**config.mk**
```make
export PLATFORM = sky130hd
export DESIGN_NAME = capture_buffer_mc
export DESIGN_NICKNAME = d
export VERILOG_FILES = /design/src/rtl/capture_pkg.sv /design/src/rtl/capture_ram.sv /design/src/rtl/capture_buffer_mc.sv
export SDC_FILE = /design/constraint.sdc
export NUM_CORES = 1
export LEC_CHECK = 0
export ABC_CLOCK_PERIOD_IN_PS = 5460
export CORE_MARGIN = 5
export CORE_UTILIZATION = 45
export CTS_CLUSTER_SIZE = 14
export DETAILED_ROUTE_END_ITERATION = 10
export DONT_BUFFER_PORTS = 1
export SYNTH_ARGS = -nofsm -noshare
export SYNTH_HDL_FRONTEND = slang
export SYNTH_HIERARCHICAL = 1
export SYNTH_SLANG_ARGS = --single-unit
```
**constraint.sdc**
```tcl
create_clock -name clk -period 5.46 [get_ports clk]
set_input_delay 1.092 -clock clk [delete_from_list [all_inputs] [get_ports clk]]
set_output_delay 1.092 -clock clk [all_outputs]
set_load 0.02 [all_outputs]
```
**src/rtl/capture_pkg.sv**
```systemverilog
// capture_pkg: capture FSM state encoding and write-response codes shared by the capture buffer
package capture_pkg;
  typedef enum logic [1:0] {IDLE, ARMED, CAPTURE, DONE} state_t;
  localparam logic OKAY = 1'b0;
  localparam logic SLVERR = 1'b1;
endpackage

```
**src/rtl/capture_ram.sv**
```systemverilog
// capture_ram: per-channel IQ sample store with one write port and one registered, enable-held read port
module capture_ram
  import capture_pkg::*;
#(
  parameter int index_bits = 4,
  parameter int width = 24
) (
  input  logic                  clk,
  input  logic                  we,
  input  logic [index_bits-1:0] waddr,
  input  logic [width-1:0]      wdata,
  input  logic                  re,
  input  logic [index_bits-1:0] raddr,
  output logic [width-1:0]      rdata
);
  logic [width-1:0] mem [2**index_bits];
  always_ff @(posedge clk) begin
    if (we) mem[waddr] <= wdata;
    if (re) rdata <= mem[raddr];
  end
endmodule

```
**src/rtl/capture_buffer_mc.sv**
```systemverilog
// capture_buffer_mc: multi-channel pre/post-trigger IQ capture buffer with host read and write ports
module capture_buffer_mc
  import capture_pkg::*;
#(
  parameter int buffer_length = 16,
  parameter int index_bits = 4,
  parameter int i_bits = 12,
  parameter int q_bits = 12,
  parameter int channels = 2,
  parameter int chan_bits = 1
) (
  input  logic                         clk,
  input  logic                         rst_n,
  input  logic                         s_axis_tvalid,
  input  logic [channels*i_bits-1:0]   s_axis_ti,
  input  logic [channels*q_bits-1:0]   s_axis_tq,
  input  logic                         arm,
  input  logic                         trigger,
  output logic                         capture_done,
  input  logic [index_bits-1:0]        pretrig,
  input  logic [index_bits-1:0]        m_axi_raddr,
  input  logic [chan_bits-1:0]         m_axi_rchan,
  input  logic                         m_axi_rvalid,
  output logic                         s_axi_rready,
  output logic signed [i_bits-1:0]     i,
  output logic signed [q_bits-1:0]     q,
  output logic                         s_axis_rvalid,
  input  logic                         m_axi_rready,
  input  logic [index_bits-1:0]        m_axi_waddr,
  input  logic [chan_bits-1:0]         m_axi_wchan,
  input  logic                         m_axi_wvalid,
  output logic                         s_axi_wready,
  input  logic [31:0]                  m_axi_wdata,
  output logic                         s_axi_bresp,
  output logic                         s_axi_bvalid,
  input  logic                         m_axi_bready
);
  localparam int w = i_bits + q_bits;
  localparam logic [index_bits:0] full = (index_bits + 1)'(buffer_length);
  state_t state, state_nx;
  logic [index_bits-1:0] wptr, start, pre, rd_addr;
  logic [index_bits:0] stored, rem, rem_init;
  logic [chan_bits-1:0] rchan_q;
  logic [w-1:0] rdata [channels];
  logic [w-1:0] sel;
  logic busy, stream_we, trig_ok, last, rd_acc, wr_acc, host_ok, host_we, rzero, rd_live;
  logic unused_wdata;
  assign unused_wdata = ^m_axi_wdata;
  assign busy = state == ARMED || state == CAPTURE;
  assign stream_we = busy && s_axis_tvalid && !arm;
  assign trig_ok = state == ARMED && trigger && !arm && stored >= {1'b0, pre};
  assign rem_init = full - {1'b0, pre} - (index_bits + 1)'(s_axis_tvalid);
  assign last = state == CAPTURE && stream_we && rem == (index_bits + 1)'(1);
  assign capture_done = state == DONE;
  assign s_axi_rready = !s_axis_rvalid;
  assign s_axi_wready = !s_axi_bvalid;
  assign rd_acc = m_axi_rvalid && s_axi_rready;
  assign wr_acc = m_axi_wvalid && s_axi_wready;
  assign host_ok = !busy && int'(m_axi_wchan) < channels;
  assign host_we = wr_acc && host_ok;
  assign rd_addr = start + m_axi_raddr;
  assign rd_live = s_axis_rvalid && !rzero;
  assign i = rd_live ? sel[i_bits-1:0] : '0;
  assign q = rd_live ? sel[w-1:i_bits] : '0;
  always_ff @(posedge clk or negedge rst_n) begin
    if (!rst_n) state <= IDLE;
    else state <= state_nx;
  end
  always_comb begin
    state_nx = state;
    state_nx = arm ? ARMED : trig_ok ? (rem_init == '0 ? DONE : CAPTURE) : last ? DONE : state;
  end
  always_ff @(posedge clk or negedge rst_n) begin
    if (!rst_n) begin
      wptr <= '0;
      start <= '0;
      pre <= '0;
      stored <= '0;
      rem <= '0;
    end else if (arm) begin
      pre <= pretrig;
      wptr <= '0;
      stored <= '0;
    end else begin
      if (stream_we) wptr <= wptr + 1'b1;
      if (state == ARMED && stream_we && stored != full) stored <= stored + 1'b1;
      if (trig_ok) begin
        start <= wptr - pre;
        rem <= rem_init;
      end else if (state == CAPTURE && stream_we) rem <= rem - 1'b1;
    end
  end
  always_ff @(posedge clk or negedge rst_n) begin
    if (!rst_n) begin
      s_axis_rvalid <= 1'b0;
      rzero <= 1'b0;
      rchan_q <= '0;
      s_axi_bvalid <= 1'b0;
      s_axi_bresp <= OKAY;
    end else begin
      if (rd_acc) begin
        s_axis_rvalid <= 1'b1;
        rzero <= busy || int'(m_axi_rchan) >= channels;
        rchan_q <= m_axi_rchan;
      end else if (m_axi_rready) s_axis_rvalid <= 1'b0;
      if (wr_acc) begin
        s_axi_bvalid <= 1'b1;
        s_axi_bresp <= host_ok ? OKAY : SLVERR;
      end else if (m_axi_bready) s_axi_bvalid <= 1'b0;
    end
  end
  always_comb begin
    sel = '0;
    for (int k = 0; k < channels; k++) if (int'(rchan_q) == k) sel = rdata[k];
  end
  for (genvar k = 0; k < channels; k++) begin : g_ch
    capture_ram #(.index_bits(index_bits), .width(w)) u_ram (
      .clk(clk),
      .we(stream_we || (host_we && int'(m_axi_wchan) == k)),
      .waddr(stream_we ? wptr : m_axi_waddr),
      .wdata(stream_we ? {s_axis_tq[k*q_bits +: q_bits], s_axis_ti[k*i_bits +: i_bits]} : m_axi_wdata[w-1:0]),
      .re(rd_acc),
      .raddr(rd_addr),
      .rdata(rdata[k])
    );
  end
endmodule
```
==> metrics.md <==
| Metric | Value |
|---|---|
| Place WS | 1.11 ns |
| Fin worst setup slack | 1.31 ns |
| Largest net degree at the start of global routing | 91 |
| H-tree depth | 3 |
| Synthesized area per cell | 20.1 µm² |
| Worst Clk Skew | 0.0214 ns |
| Fraction of layout cells with a size suffix above 1 | 24.1% |
| Initial DRC count | 1483 |
| Clk root buf | clkbuf_16 |
| Longest Clk Path Bufs | 3 |
| CP dominant cell by count | nand2_1 |
| TritonCTS clock tree | built |
| Vias per cell | 5.80 |
| Setup bufs post-CTS | 0 |
| R2R setup slack | 1.31 ns |
| Relative slew slack | 18.0% |
| RSZ-0062 raised after global routing | no |
| Worst-path cell chain | inv_1, ha_1, nor2b_1, nand2b_2, nand2_1, nand2_1, or3b_2, nor2_4, buf_4 |
| Pint | 13.7 mW |
| Period utilization | 75.9% |
| PwrDens | 527 nW/µm² |
| Startpoint types | flop |
| Critical-path top delay cell | or3b_2 |
| Seq/Total Area, Yosys | 76.3% |
| Maximum vdd drop | 0.000461 V |
| Slew @ Worst Pin | 1.23 ns |
| Cell taking the most area after synthesis | edfxtp_1 |
| Logic pwr share | 30.8% |
| Port Buffers | 0 |
| Commonest non-fill, non-tap cells in the layout | edfxtp_1 (816), mux4_2 (192), nand2_1 (191), a22oi_1 (96), clkbuf_16 (91) |
| Max-slew violation total from the final report | 0 |
| Cell Rows | 99 |
| CTS clk-pin slew, worst paths | 0.06 ns |
| Area contributors post-synth | edfxtp_1 (74%), mux4_2 (13%), dfrtp_1 (2.2%), a22oi_1 (2.2%), nand2_1 (2.2%) |
| Clock power frac | 28.9% |
| Post-synth cell types | 38 |
| Die area | 79000 µm² |
| Most common cell after layout, fill and taps aside | edfxtp_1 |
| Post-Synthesis Cells | 1648 |
| Status | finished clean |
| Syn-to-layout area delta | 13.2% |
| Max Fclk | 241 MHz |
| Syn nets | 1777 |
| Worst-skew pair later-pin latency | 0.62 ns |
| Core Region | 73000 µm² |
| Final setup fails | 0 |
| Critical path class | flop to flop |
| Net Sw Power | 6.11 mW |
| Util after Layout | 51.3% |
| Mapped cell area | 33100 µm² |
| Cell leakage power | 12.3 nW |
| CTS Sinks | 845 |
| Die W | 281 µm |
| Layout Nets | 1847 |
| Initial antenna violation count | 8 |
| Worst Path Max Fanout | 32 |
| Register share of total power | 40.3% |
| Top-Level Pins | 133 |
| Tmin final | 4.15 ns |
| Final Total Pwr | 19.8 mW |
| CTS resizes | 0 |
| Worst min-delay path class | input pin to async pin |
| Num CTS Buffers | 86 |
| Total GRT Usage | 19.5% |
| Vias | 15945 |
| GRT Residual Overflow | 0 |
| CP arrival | 4.46 ns |
| CP endpoint kind | flop |
| Initial core utilization | 45.3% |
| Crit-path max cell delay | 0.61 ns |
| Vert. Die Dim | 281 µm |
| DRC violations left | 0 |
| TritonRoute pass-1 iters | 5 |
| Req. time, crit path | 5.77 ns |
| Yosys warns | 6 |
| Post-DRT Antenna Nets | 0 |
| Setup TNS | 0 ns |
| Reg2Reg Depth | 9 |
| FF-to-FF End | g_ch[0].u_ram/mem[2][22] |
| # hold bufs at CTS | 0 |
| Switching Share | 30.9% |
| Wire per inst | 27.9 µm |
| #FFs+latches synth | 845 |
| Final hold vios | 0 |
| Critical R2R Launch | state[0] |
| Filler Cells Inserted | 5738 |
| First-pass GRT wire length | 112 mm |
| Yosys top cell area share | 74.1% |
| Maxcap violations | 0 |
| Number of global-route vias before repair | 16586 |
| WL final | 76.7 mm |
| DP HPWL | 45.8 mm |
| Final GP Congestion | 0.831 |
[worst max path at each step]
stage | startpoint | endpoint | slack, ns | cells past startpoint
3_3_place_gp | s_axis_tvalid | g_ch[0].u_ram/mem[3][12] | 1.14 | 7
4_1_cts | state[0] | g_ch[0].u_ram/mem[3][13] | 1.32 | 9
5_1_grt | state[0] | g_ch[0].u_ram/mem[2][12] | 1.14 | 9
2_1_floorplan | s_axis_tvalid | g_ch[0].u_ram/mem[0][0] | 0.87 | 7
3_5_place_dp | s_axis_tvalid | g_ch[0].u_ram/mem[2][13] | 1.11 | 7
6_report | state[0] | g_ch[0].u_ram/mem[2][22] | 1.31 | 9
[power by group through the flow]
stage / logic [mW] / clock network [mW] / registers [mW]
2_1_floorplan: 4.21 / 0 / 7.98
3_3_place_gp: 6.12 / 0 / 8.08
3_5_place_dp: 6.19 / 0 / 8.09
4_1_cts: 6.20 / 5.83 / 7.96
5_1_grt: 6.54 / 6.12 / 7.97
6_report: 6.09 / 5.71 / 7.95
[per-stage QoR]
| step | instance area, µm² | hold slack, ns | cells |
|---|---|---|---|
| floorplan | 33100 | 0.484 | 1648 |
| global placement | 34700 | 0.497 | 2589 |
| detailed placement | 34700 | 0.502 | 2589 |
| CTS | 37500 | 0.136 | 2747 |
| global route | 37500 | 0.132 | 2747 |
| finish | 37500 | 0.170 | 2749 |
[critical path, delay by kind of cell (launching register included)]
family | cells | cell delay [ns]
adder cells (fa/ha/maj) | 1 | 0.37
buffers and inverters | 2 | 0.39
flip-flops | 1 | 0.41
AND/OR/NAND/NOR | 6 | 2.65
[Yosys cell counts]
cell type	n
nor4bb_1	1
mux2i_1	31
ha_1	24
a21oi_1	8
and4b_1	1
a22oi_1	96
mux2_4	3
nand3b_1	5
xnor2_1	8
or3_1	1
edfxtp_1	816
buf_6	11
clkbuf_1	48
nand4_1	4
xor2_1	9
nor3b_1	1
nand2b_1	5
nor2b_1	7
mux4_2	192
nor2_1	63
clkbuf_2	1
nand4bb_1	1
inv_1	24
nor3_1	10
dfrtp_1	29
o21ai_0	13
nand4b_1	1
or3b_2	2
and2_1	3
fa_1	2
buf_2	24
o21bai_1	1
o41ai_2	1
nand2_1	191
a211oi_1	1
mux2_2	3
nand3_1	6
a21o_1	1
[layout make-up]
type	count	area [µm²]	area share (%)
flip-flops and latches	845	25200	67.4
multi-input cells	695	7590	20.3
clock buffers	110	2370	6.32
well taps	959	1200	3.20
repair buffers	66	571	1.52
clock inverters	48	394	1.05
inverters	24	97.6	0.261
diodes	2	5.00	0.0134
[per-layer routing]
metal / vias up / track usage [%] / part of all wire (%)
met5: - / 0 / 0.098
met4: 10 / 4.47 / 1.9
met3: 103 / 5.33 / 7.5
met2: 489 / 30.4 / 47
met1: 8522 / 28.1 / 43
li1: 6821 / - / -
[state kept, by name (all words and copies together), names as in the netlist]
signal,cells
pre,4
rchan_q,1
stored,5
rem,5
g_ch.u_ram/rdata,48
g_ch.u_ram/mem,768
start,4
s_axi_bvalid,1
rzero,1
state,2
wptr,4
s_axi_bresp,1
s_axis_rvalid,1
[logic make-up (layout without fill, tap and decap cells)]
family | Yosys count | in the layout | share of synthesized area [%]
fa+ha+maj | 26 | 26 | 1.03
simple gates | 302 | 302 | 3.81
xor+xnor | 17 | 17 | 0.450
flops | 845 | 845 | 76.3
buf+inv | 108 | 248 | 1.57
compound gates | 121 | 121 | 2.61
mux | 229 | 229 | 14.2
other cells | 0 | 2 | 0
Note: power is estimated with default switching activity, not from simulation.
